==> src/rtl/pong_ball_ctrl.sv <==
// Pong ball sequencer: per-frame move, wall bounce, paddle hit/miss, scoring.
// Optional PONG_SPEEDUP_EN: each paddle hit raises speed_x by 1 (max 8).
module pong_ball_ctrl #(
    parameter int SCREEN_W  = 640,
    parameter int SCREEN_H  = 480,
    parameter int BALL_SIZE = 10,
    parameter int PADDLE_W  = 10,
    parameter int PADDLE_H  = 50,
    parameter int P1_X      = 20,
    parameter int P2_X      = 620,
    parameter int SPEED_X   = 2,
    parameter int SPEED_Y   = 2,
    parameter int WIN_SCORE = 9
) (
    input  logic        clk,
    input  logic        reset,
    input  logic        frame_tick,
    input  logic        serve,
    input  logic [9:0]  p1_y,
    input  logic [9:0]  p2_y,
    output logic [10:0] ball_x,
    output logic [9:0]  ball_y,
    output logic [3:0]  score1,
    output logic [3:0]  score2,
    output logic        game_over,
    output logic        busy
);

    typedef enum logic [2:0] {
        S_IDLE, S_WAIT, S_MOVE, S_WALL, S_PADDLE, S_SCORE, S_OVER
    } state_t;

    localparam logic signed [11:0] X_MAX  = 12'(SCREEN_W - BALL_SIZE);
    localparam logic signed [11:0] Y_MAX  = 12'(SCREEN_H - BALL_SIZE);
    localparam logic signed [11:0] BS     = 12'(BALL_SIZE);
    localparam logic signed [11:0] PH     = 12'(PADDLE_H);
    localparam logic signed [11:0] L_EDGE = 12'(P1_X);
    localparam logic signed [11:0] L_FACE = 12'(P1_X + PADDLE_W);
    localparam logic signed [11:0] R_EDGE = 12'(P2_X);
    localparam logic signed [11:0] R_BACK = 12'(P2_X + PADDLE_W);
    localparam logic signed [11:0] SPY    = 12'(SPEED_Y);
    localparam logic [10:0] X_MID  = 11'((SCREEN_W - BALL_SIZE) / 2);
    localparam logic [9:0]  Y_MID  = 10'((SCREEN_H - BALL_SIZE) / 2);
    localparam logic [10:0] X_HIT1 = 11'(P1_X + PADDLE_W);
    localparam logic [10:0] X_HIT2 = 11'(P2_X - BALL_SIZE);
    localparam logic [3:0]  SPD0   = 4'(SPEED_X);
    localparam logic [3:0]  WIN    = 4'(WIN_SCORE);

    state_t      state, state_n;
    logic [10:0] ball_x_n;
    logic [9:0]  ball_y_n;
    logic [3:0]  score1_n, score2_n;
    logic [3:0]  speed_x, speed_n;
    logic        dir_x, dir_x_n;
    logic        dir_y, dir_y_n;

    logic signed [11:0] xs, ys, sp, p1s, p2s;
    logic [10:0] x_left, x_right;
    logic [9:0]  y_up, y_down;
    logic        ov1, ov2, hit1, hit2, miss1, miss2;

    function automatic logic [3:0] inc_sat(input logic [3:0] s);
        return (s == 4'd15) ? s : s + 4'd1;
    endfunction

    assign xs  = $signed({1'b0, ball_x});
    assign ys  = $signed({2'b0, ball_y});
    assign sp  = $signed({8'b0, speed_x});
    assign p1s = $signed({2'b0, p1_y});
    assign p2s = $signed({2'b0, p2_y});

    // Steps clamp at the playfield edges so the position never wraps.
    assign x_left  = (xs < sp) ? '0 : 11'(xs - sp);
    assign x_right = (xs + sp > X_MAX) ? 11'(X_MAX) : 11'(xs + sp);
    assign y_up    = (ys < SPY) ? '0 : 10'(ys - SPY);
    assign y_down  = (ys + SPY > Y_MAX) ? 10'(Y_MAX) : 10'(ys + SPY);

    assign ov1   = (ys + BS > p1s) && (ys < p1s + PH);
    assign ov2   = (ys + BS > p2s) && (ys < p2s + PH);
    assign hit1  = !dir_x && (xs <= L_FACE) && (xs + BS > L_EDGE) && ov1;
    assign hit2  = dir_x && (xs + BS >= R_EDGE) && (xs < R_BACK) && ov2;
    assign miss1 = !dir_x && (xs == 12'sd0);
    assign miss2 = dir_x && (xs == X_MAX);

`ifdef PONG_SPEEDUP_EN
    logic [3:0] speed_up;
    assign speed_up = (speed_x < 4'd8) ? speed_x + 4'd1 : speed_x;
`endif

    always_comb begin
        state_n  = state;
        ball_x_n = ball_x;
        ball_y_n = ball_y;
        dir_x_n  = dir_x;
        dir_y_n  = dir_y;
        score1_n = score1;
        score2_n = score2;
        speed_n  = speed_x;
        unique case (state)
            S_IDLE: if (serve) state_n = S_WAIT;
            S_WAIT: if (frame_tick) state_n = S_MOVE;
            S_MOVE: begin
                ball_x_n = dir_x ? x_right : x_left;
                ball_y_n = dir_y ? y_down : y_up;
                state_n  = S_WALL;
            end
            S_WALL: begin
                if (ball_y == '0) dir_y_n = 1'b1;
                else if (ys == Y_MAX) dir_y_n = 1'b0;
                state_n = S_PADDLE;
            end
            S_PADDLE: begin
                state_n = S_WAIT;
                unique case (1'b1)
                    hit1: begin
                        ball_x_n = X_HIT1;
                        dir_x_n  = 1'b1;
`ifdef PONG_SPEEDUP_EN
                        speed_n  = speed_up;
`endif
                    end
                    hit2: begin
                        ball_x_n = X_HIT2;
                        dir_x_n  = 1'b0;
`ifdef PONG_SPEEDUP_EN
                        speed_n  = speed_up;
`endif
                    end
                    miss1: begin
                        score2_n = inc_sat(score2);
                        state_n  = S_SCORE;
                    end
                    miss2: begin
                        score1_n = inc_sat(score1);
                        state_n  = S_SCORE;
                    end
                    default: ;
                endcase
            end
            // dir_x still points at the side that conceded, so it is kept.
            S_SCORE: begin
                ball_x_n = X_MID;
                ball_y_n = Y_MID;
                speed_n  = SPD0;
                if ((dir_x ? score1 : score2) == WIN) state_n = S_OVER;
                else state_n = S_IDLE;
            end
            S_OVER: begin
                if (serve) begin
                    score1_n = '0;
                    score2_n = '0;
                    state_n  = S_IDLE;
                end
            end
            default: state_n = S_IDLE;
        endcase
    end

    always_ff @(posedge clk) begin
        if (!reset) begin
            state   <= S_IDLE;
            ball_x  <= X_MID;
            ball_y  <= Y_MID;
            dir_x   <= 1'b1;
            dir_y   <= 1'b0;
            score1  <= '0;
            score2  <= '0;
            speed_x <= SPD0;
        end else begin
            state   <= state_n;
            ball_x  <= ball_x_n;
            ball_y  <= ball_y_n;
            dir_x   <= dir_x_n;
            dir_y   <= dir_y_n;
            score1  <= score1_n;
            score2  <= score2_n;
            speed_x <= speed_n;
        end
    end

    assign game_over = (state == S_OVER);
    assign busy      = (state == S_MOVE) || (state == S_WALL) ||
                       (state == S_PADDLE) || (state == S_SCORE);

endmodule

==> config.mk <==
export PLATFORM = sky130hd
export DESIGN_NAME = pong_ball_ctrl
export DESIGN_NICKNAME = d
export VERILOG_FILES = /design/src/rtl/pong_ball_ctrl.sv
export SDC_FILE = /design/constraint.sdc
export NUM_CORES = 1
export LEC_CHECK = 0
export ABC_AREA = 1
export CAP_MARGIN = 20
export CORE_MARGIN = 2
export CORE_UTILIZATION = 58
export DETAILED_ROUTE_END_ITERATION = 8
export PLACE_DENSITY = 0.83
export RECOVER_POWER = 25
export SYNTH_ARGS = -nofsm -noshare
export SYNTH_HDL_FRONTEND = slang
export SYNTH_SLANG_ARGS = --single-unit
==> constraint.sdc <==
create_clock -name clk -period 3.24 [get_ports clk]
set_input_delay 0.972 -clock clk [delete_from_list [all_inputs] [get_ports clk]]
set_output_delay 0.972 -clock clk [all_outputs]
set_load 0.005 [all_outputs]
==> flow_summary.ini <==
[status]
status = finished clean

[placed_design]
gp_congestion = 0.978
numPortBuffers = 54
dp.final_hpwl_mm = 10.1
placed_area_mm2 = 0.00525
dpl_worst_slack_ns = -0.248

[worst_setup_path]
path_class = input port to flip-flop
crit_path_cell_trace = clkdlybuf4s50_1 > nor2_2 > nand2_2 > xor2_1 > ha_1 > nand2_1 > inv_1 > a21oi_1 > nand2_1 > nand2_1 > nand2_1 > nand2_1 > nand2_1 > nand2_2 > nand4_4 > nand3_4 > nand2_1 > nand2_1 > nor2_2
critPathMostFrequentCell = nand2_1
path_buf_inv = 2
crit_required_ns = 3.43
cp_max_fo = 8
slowest_stage = clkdlybuf4s50_1
cp_top_family = simple AND/OR/NAND/NOR gates
cpPeakStageDelay_ns = 0.44
worst_ep_arrival_time_ns = 3.28
worstSetupStartpointType = input port
endpoint_kind = flip-flop

[clock_tree]
clk_pin_slew_ns = 0.07
ctsHtreeMaxLevel = 2
cts_buffer_depth = 2
cts_tree = done
cts_sinks = 34
hold_buffers = 0
clock_latency_ns = 0.29
root_buffer = clkbuf_8
cts_buffers = 5

[timing]
holdWs_ns = 0.511
relSlewSlack_pct = 50.2
clock_skew_ns = 0.00705
slew_viol_final = 0
min_period_ns = 3.09
finalCritPeriodShare_pct = 95.4
fmax_mhz = 324
setup_viol = 0
worst_slack_ns = 0.150
finalHoldViolCount = 0
tightest_slew_ns = 0.746
rsz0062_at_grt = false

[routing]
vias = 4888
drtIter0Drc = 313
antenna_left = 0
wl_per_cell_um = 14.1
routed_wirelength_mm = 12.8
firstDrtPassIters = 6
post_drt_via_cell_ratio = 5.40
drc = 0

[min_path]
hp-class = flip-flop to flip-flop

[final_layout]
fillers = 685
antenna_cells = 0
area_growth_pct = 20.4
final_cell_area_mm2 = 0.00540
drive_gt1_share_pct = 12.6
final_nets = 873

[floorplan]
ioPinCount = 55
initial_core_util_pct = 58.9
die-area_mm2 = 0.00845
fp.dieH_um = 91.9
core_mm2 = 0.00761
die_w_um = 91.9
fp-row-count = 32

[global_routing]
grt_pass1_wl_mm = 21.2
grt_max_degree = 15
first_global_vias = 4551
grt_util_all_layers_pct = 30.5
antenna_found_initial = 0
grt.overflow.total = 0

[yosys]
synth_edf_count = 0
syn-num-nets = 800
synthFlopType = dfxtp_1
syn_inst = 729
ys_ff_latch = 34
seq_area_frac_synth_pct = 15.2
ys_warn_count = 0
synth_common_cells = nand2_1 (205), inv_1 (98), nor2_1 (63)
yosysMostFrequentCell = nand2_1
syn_area_mm2 = 0.00448
yosysTopAreaCell = nand2_1
yosysUniqueCellTypes = 45
synth_area_leaders = nand2_1 (17%), dfxtp_1 (15%), ha_1 (13%), inv_1 (8.2%), xor2_1 (6.8%)
synth_area_per_cell_um2 = 6.15
synth-async-reset-ratio_pct = 0
synth_top_area_share_pct = 17.2

[pwr]
cellPowerDensity_mw_per_mm2 = 281
p_int_w = 0.000892
p_leak_nw = 2.83
comb_power_share_pct = 44.5
total_power_w = 0.00152
pwr-share-seq_pct = 33.7
clock_power_share_pct = 21.8
ir_worst_vdd_mv = 0.300
p_sw_share_pct = 41.3
p_switching_w = 0.000628

[run]
maxCapViolCount = 0
cells in the final DEF, fill, tap and decap left out, types with 2 or more instances in the layout:
cell type        Yosys  layout
nor2_4               4       4
clkbuf_1             2       2
nor2_1              63      60
nand4_4              2       2
o31ai_1              4       4
nor3_2               4       4
nand2_2              9      13
nand4_1              8       8
dlymetal6s2s_1       0       6
inv_1               98      98
ha_2                 0       2
clkbuf_8             0       6
nand2_1            205     201
o21a_1               2       2
o21ai_0             22      22
nand3b_1             2       2
o21ai_1              8       8
a21o_1               2       2
o21bai_2             2       2
xor2_1              35      35
xnor2_1              2       2
a21oi_1             40      39
o22ai_1              2       2
o211ai_1             5       5
nor2_2              11      14
o21ai_2              2       2
nor3_1              12      12
nor4_1               4       4
clkdlybuf4s50_1      0      42
dfxtp_1             34      33
buf_4                4      25
nand3_1             56      54
nand2_4              3       3
nand3_2              4       6
ha_1                47      45
nand3_4              3       3
dlygate4sd3_1        0       6
inv_2               10      10
state kept, by name (all words and copies together) (netlist names):
name and count:
ball_y 10, dir_y 1, score2 4, ball_x 11, dir_x 1, state 3, score1 4
metrics by stage:
stage          TNS [ns]  cells  util, %
6_report              0    905     71.0
5_1_grt               0    905     71.0
4_1_cts               0    903     70.2
3_5_place_dp      -2.45    895     68.9
3_3_place_gp      -1.79    895     68.9
2_1_floorplan         0    729        -
worst min-delay path, stage by stage (launching register included):
cell	delay, ns
dfxtp_1	0.35
nand2_1	0.08
nand2_1	0.04
kinds of logic (layout without fill, tap and decap cells):
family | after synthesis | in the layout | synth area share, %
AND/OR/NAND/NOR | 394 | 394 | 41.4
AO/OA/AOI/OAI | 93 | 93 | 11.9
XOR/XNOR | 37 | 37 | 7.23
adder cells (fa/ha/maj) | 47 | 47 | 13.1
flip-flops | 34 | 34 | 15.2
buffers and inverters | 124 | 198 | 11.2
final cells by class:
cell class	count	area [um2]	share of cell area [%]
multi-input combinational	571	3340	61.8
clock buffer	6	82.6	1.53
tap	102	128	2.36
sequential	34	682	12.6
inverter	109	409	7.58
clock inverter	2	12.5	0.232
timing repair buffer	81	751	13.9
power by group through the flow:
stage / Clock, W / Combinational (W) / Sequential [W]
2_1_floorplan: 0 / 0.000490 / 0.000482
3_3_place_gp: 0 / 0.000642 / 0.000519
3_5_place_dp: 0 / 0.000661 / 0.000520
4_1_cts: 0.000337 / 0.000666 / 0.000510
5_1_grt: 0.000361 / 0.000761 / 0.000516
6_report: 0.000331 / 0.000677 / 0.000512
path summary, 6_finish.rpt:
| check | startpoint | endpoint | slack, ns | cells after the start |
|---|---|---|---|---|
| max reg2reg | ball_y[1] | ball_x[7] | 0.26 | 15 |
| max | p2_y[5] | ball_x[7] | 0.15 | 19 |
| min reg2reg | ball_x[0] | ball_x[0] | 0.51 | 2 |
| min | ball_x[0] | ball_x[0] | 0.51 | 2 |
metal layers:
metal | track usage (%) | wire (um)
met1 | 40.1 | 5690
met2 | 52.8 | 6170
met3 | 3.45 | 712
met4 | 8.33 | 183
met5 | 0 | 0
what timing repair did:
action | CTS | global route
resized for setup | 0 | 19
buffers inserted | 0 | 2
endpoints found under the setup margin | 0 | 13
Note: power is estimated with default switching activity, not from simulation.
